## src/rtl/led_flow_monitor.sv

```systemverilog
// Receive-side checker for the active-low one-cold LED running light: synchronise, debounce, decode, track rotation.
// Outputs update STABLE_CYCLES+3 clocks after a new pattern is first sampled; there is no backpressure.
module led_flow_monitor #(
  parameter int STABLE_CYCLES = 4,
  parameter int LOCK_STEPS    = 2,
  parameter int ERR_CNT_W     = 8
) (
  input  logic                 clk,
  input  logic                 rst_n,
  input  logic [3:0]           led_in,
  input  logic                 clr_cnt,
  output logic [1:0]           pos,
  output logic                 pos_valid,
  output logic                 locked,
  output logic                 step_pulse,
  output logic                 seq_err,
  output logic                 code_err,
  output logic [ERR_CNT_W-1:0] err_cnt
);

  localparam int CNT_W  = (STABLE_CYCLES > 1) ? $clog2(STABLE_CYCLES) : 1;
  localparam int STRK_W = $clog2(LOCK_STEPS + 1);
  localparam logic [CNT_W-1:0]  CNT_MAX   = CNT_W'(STABLE_CYCLES - 1);
  localparam logic [STRK_W-1:0] STRK_LOCK = STRK_W'(LOCK_STEPS);

  typedef enum logic {SEARCH = 1'b0, LOCKED = 1'b1} state_e;

  logic [3:0]           sync1_q, sync1_d, sync2_q, sync2_d;
  logic [3:0]           cand_q, cand_d, acc_q, acc_d, code_q, code_d;
  logic [CNT_W-1:0]     cnt_q, cnt_d;
  logic                 evt_q, evt_d;
  state_e               state_q, state_d;
  logic [1:0]           last_q, last_d, pos_q, pos_d;
  logic                 last_v_q, last_v_d, pos_valid_q, pos_valid_d;
  logic [STRK_W-1:0]    streak_q, streak_d;
  logic                 step_q, step_d, seq_q, seq_d, code_err_q, code_err_d;
  logic [ERR_CNT_W-1:0] err_cnt_q, err_cnt_d;

  logic [1:0] dec_pos;
  logic [1:0] next_last;
  logic       is_pos, is_idle;

  // Synchroniser and stability filter; the accepted code is registered once more before the FSM sees it.
  always_comb begin
    sync1_d = led_in;
    sync2_d = sync1_q;
    cand_d  = cand_q;
    cnt_d   = cnt_q;
    acc_d   = acc_q;
    if (sync2_q != cand_q) begin
      cand_d = sync2_q;
      cnt_d  = '0;
    end else if (cnt_q != CNT_MAX) begin
      cnt_d = cnt_q + 1'b1;
    end
    evt_d  = (cnt_q == CNT_MAX) && (cand_q != acc_q);
    code_d = cand_q;
    if (evt_d) acc_d = cand_q;
  end

  always_comb begin
    dec_pos = 2'd0;
    is_pos  = 1'b0;
    is_idle = 1'b0;
    case (code_q)
      4'b0111: begin dec_pos = 2'd0; is_pos = 1'b1; end
      4'b1011: begin dec_pos = 2'd1; is_pos = 1'b1; end
      4'b1101: begin dec_pos = 2'd2; is_pos = 1'b1; end
      4'b1110: begin dec_pos = 2'd3; is_pos = 1'b1; end
      4'b1111: is_idle = 1'b1;
      default: ;
    endcase
    next_last = last_q + 2'd1;
  end

  always_comb begin
    state_d     = state_q;
    last_d      = last_q;
    last_v_d    = last_v_q;
    streak_d    = streak_q;
    pos_d       = pos_q;
    pos_valid_d = pos_valid_q;
    step_d      = 1'b0;
    seq_d       = 1'b0;
    code_err_d  = 1'b0;
    if (evt_q) begin
      case (state_q)
        SEARCH: begin
          if (is_pos) begin
            streak_d    = (last_v_q && dec_pos == next_last) ? streak_q + 1'b1 : '0;
            last_d      = dec_pos;
            last_v_d    = 1'b1;
            pos_d       = dec_pos;
            pos_valid_d = 1'b1;
            if (streak_d == STRK_LOCK) state_d = LOCKED;
          end else begin
            code_err_d  = !is_idle;
            pos_valid_d = 1'b0;
            last_v_d    = 1'b0;
            streak_d    = '0;
          end
        end
        LOCKED: begin
          if (is_pos) begin
            pos_d  = dec_pos;
            last_d = dec_pos;
            if (dec_pos == next_last) begin
              step_d = 1'b1;
            end else begin
              seq_d    = 1'b1;
              streak_d = '0;
              state_d  = SEARCH;
            end
          end else begin
            // Idle is a clean stop of the generator, so only a corrupt code is an error.
            code_err_d  = !is_idle;
            state_d     = SEARCH;
            pos_valid_d = 1'b0;
            last_v_d    = 1'b0;
            streak_d    = '0;
          end
        end
        default: state_d = SEARCH;
      endcase
    end

    err_cnt_d = err_cnt_q;
    if (clr_cnt) err_cnt_d = '0;
    else if ((seq_d || code_err_d) && err_cnt_q != '1) err_cnt_d = err_cnt_q + 1'b1;
  end

  always_ff @(posedge clk or negedge rst_n) begin
    if (!rst_n) begin
      sync1_q     <= 4'b1111;
      sync2_q     <= 4'b1111;
      cand_q      <= 4'b1111;
      cnt_q       <= '0;
      acc_q       <= 4'b1111;
      evt_q       <= 1'b0;
      code_q      <= 4'b1111;
      state_q     <= SEARCH;
      last_q      <= 2'd0;
      last_v_q    <= 1'b0;
      streak_q    <= '0;
      pos_q       <= 2'd0;
      pos_valid_q <= 1'b0;
      step_q      <= 1'b0;
      seq_q       <= 1'b0;
      code_err_q  <= 1'b0;
      err_cnt_q   <= '0;
    end else begin
      sync1_q     <= sync1_d;
      sync2_q     <= sync2_d;
      cand_q      <= cand_d;
      cnt_q       <= cnt_d;
      acc_q       <= acc_d;
      evt_q       <= evt_d;
      code_q      <= code_d;
      state_q     <= state_d;
      last_q      <= last_d;
      last_v_q    <= last_v_d;
      streak_q    <= streak_d;
      pos_q       <= pos_d;
      pos_valid_q <= pos_valid_d;
      step_q      <= step_d;
      seq_q       <= seq_d;
      code_err_q  <= code_err_d;
      err_cnt_q   <= err_cnt_d;
    end
  end

  assign pos        = pos_q;
  assign pos_valid  = pos_valid_q;
  assign locked     = (state_q == LOCKED);
  assign step_pulse = step_q;
  assign seq_err    = seq_q;
  assign code_err   = code_err_q;
  assign err_cnt    = err_cnt_q;

endmodule

```

## config.mk

```make
export PLATFORM = sky130hd
export DESIGN_NAME = led_flow_monitor
export DESIGN_NICKNAME = d
export VERILOG_FILES = /design/src/rtl/led_flow_monitor.sv
export SDC_FILE = /design/constraint.sdc
export NUM_CORES = 1
export LEC_CHECK = 0
export ABC_AREA = 1
export CAP_MARGIN = 30
export CORE_UTILIZATION = 40
export DETAILED_ROUTE_END_ITERATION = 10
export GPL_ROUTABILITY_DRIVEN = 0
export GPL_TIMING_DRIVEN = 0
export MAX_ROUTING_LAYER = met4
export PLACE_DENSITY = 0.67
export SYNTH_ARGS = -nofsm -noshare
export SYNTH_HDL_FRONTEND = slang
export SYNTH_SLANG_ARGS = --single-unit
```

## constraint.sdc

```tcl
create_clock -name clk -period 3 [get_ports clk]
set_input_delay 0.45 -clock clk [delete_from_list [all_inputs] [get_ports clk]]
set_output_delay 0.45 -clock clk [all_outputs]
set_load 0.01 [all_outputs]
```

==> out/metrics.yaml <==
grt_overflow_total: 0
num_rows: 24
arrival_ns: 1.32
cellLeakagePower_nw: 1.13
antenna_found_initial: 0
violations: "DRC"
numCtsBuffers: 5
routedWlPerCell_um: 10.8
crit_family: "buffers and inverters"
ys_seq_elements: 40
clkLatencyLatePin_ns: 0.29
drc: 3
path_cells: "clkdlybuf4s50_1"
viasPerCell: 4.73
h-tree-depth: 2
ir_drop_v: 0.000273
clock_path_buffers: 2
required_ns: 2.55
clkTransAtPathRegs_ns: 0.08
timing.fmax_ghz: 0.565
reg2regPathDepth: 11
yosysWarnings: 0
start_util_pct: 43.0
hp-class: "primary input to async pin"
path_buf_inv: 1
grt_max_degree: 41
final_nets: 236
drt_iter0_drc: 60
portBuffers: 21
skew_ns: 0.00736
critPathMaxStageDelay_ns: 0.57
hpwlAfterDp_um: 2120
n_fill_cell: 427
core_area_sq_mm: 0.00447
cap_violations: 0
synth_area_per_cell_sq_um: 9.66
wl_um: 3010
worst_pin_slew_ns: 0.833
drv_slew: 0
setup_tns_ns: 0
root_buffer: "clkbuf_8"
rsz0062_at_grt: "false"
layout_common_cells: "nand2_1 (43), inv_1 (29), dfstp_2 (20), dfrtp_1 (20), clkdlybuf4s50_1 (20)"
cts_tree: "done"
maxSlewHeadroom_pct: 44.5
ant_nets: 0
cp-start-kind: "register"
crit_cells: 1
firstDrtPassIters: 7
grt_util_all_layers_pct: 14.3
setup_viol: 0
synth_nets: 208
status: "finished, violations left"
synthCells: 199
ys_types: 27
period_minus_slack_ns: 1.77
num_vias: 1323
power_density_mw_per_mm2: 458
end_kind: "primary output"
final_layout_size_suffix_gt1_share_pct: 24.1
min_period_over_period_pct: 59.0
grt_pass1_wl_um: 5420
slowest_stage: "clkdlybuf4s50_1"
hold_buffers: 0
cts_resized: 0
die_h_um: 71.3
fin_util_pct: 51.6
synth-seq-area-share_pct: 53.4
die_area_sq_mm: 0.00509
ioPinCount: 22
cts_sinks: 40
post_cts_buffers: 0
hold_viol: 0
first_global_vias: 1266
syn_to_final_growth_pct: 20.1
critical_path_class: "register to primary output"
die_w_um: 71.3
path_max_fanout: 5
netlist_area_sq_mm: 0.00192
final_common_cell: "nand2_1"
diodes: 0
[cells by family (layout without fill, tap and decap cells)]
kind of cell / Yosys count / in the layout / share of synthesized area, %
fa+ha+maj: 2 / 2 / 1.30
compound gates: 11 / 11 / 3.39
flops: 40 / 40 / 53.4
xor+xnor: 14 / 14 / 6.38
simple gates: 95 / 95 / 28.1
buf+inv: 37 / 66 / 7.49
[power by group]
| part | switching [mW] | leakage, nW | total [mW] | internal [mW] |
|---|---|---|---|---|
| Sequential | 0.0108 | 0.489 | 0.573 | 0.562 |
| Combinational | 0.0331 | 0.579 | 0.0553 | 0.0222 |
| Clock | 0.191 | 0.0596 | 0.429 | 0.238 |
| Total | 0.235 | 1.13 | 1.06 | 0.823 |
[cells in the mapped netlist (all sizes together)]
cell / count / share of area, %
clkbuf: 6 / 1.4
clkinv: 1 / 0.26
xnor2: 7 / 3.2
ha: 2 / 1.3
nor3: 3 / 1.0
inv: 30 / 5.9
nand3: 16 / 6.8
o211ai: 1 / 0.65
a21oi: 2 / 0.52
o31ai: 1 / 0.39
dfrtp: 20 / 26
nor2: 12 / 2.7
nand2: 51 / 13
or2: 1 / 0.33
dfstp: 20 / 27
o21ai: 7 / 1.8
nand4: 12 / 4.2
xor2: 7 / 3.2
[metal layers]
metal / wire length [um] / up-vias / GRT usage, %
met2: 1510 / 21 / 23.2
met5: 0 / - / -
met1: 1370 / 615 / 16.5
met3: 103 / 5 / 5.06
li1: - / 682 / -
met4: 29 / 0 / 4.67
[final timing paths]
check                                 from    endpoint  slack (ns)
worst max-delay path            err_cnt[3]  err_cnt[3]        1.23
worst min-delay path                 rst_n    code_err        0.25
worst max register to register   code_q[2]  err_cnt[5]        1.40
worst min register to register  sync1_q[2]  sync2_q[2]        0.36
max in group asynchronous            rst_n    cnt_q[0]        2.23
min in group clk                sync1_q[2]  sync2_q[2]        0.36
[metrics by stage]
step                instance area, sq um  total power [mW]  setup slack (ns)  hold slack (ns)  std cells
floorplan                           1920             0.613              1.53            0.154        199
global placement                    2200             0.639             0.541            0.346        272
detailed placement                  2190             0.640              1.40            0.347        272
CTS                                 2310              1.08              1.20            0.285        280
global route                        2310              1.10              1.17            0.327        280
finish                              2310              1.06              1.23            0.247        280
[area by class of cell]
class	count	area [sq um]	share of cell area, %
clock inverter	1	8.76	0.379
buffer	6	26.3	1.14
tap	52	65.1	2.82
inverter	31	118	5.09
clock buffer	7	108	4.66
timing repair buffer	21	205	8.89
multi-input combinational	122	752	32.6
sequential	40	1030	44.4
[registers in the layout, summed over array words and instances, names as in the netlist]
| name | cells |
|---|---|
| locked | 1 |
| code_err | 1 |
| acc_q | 4 |
| pos_valid | 1 |
| cand_q | 4 |
| sync1_q | 4 |
| sync2_q | 4 |
| step_pulse | 1 |
| streak_q | 2 |
| seq_err | 1 |
| cnt_q | 2 |
| pos | 2 |
| err_cnt | 8 |
| evt_q | 1 |
| code_q | 4 |
Note: power is estimated with default switching activity, not from simulation.
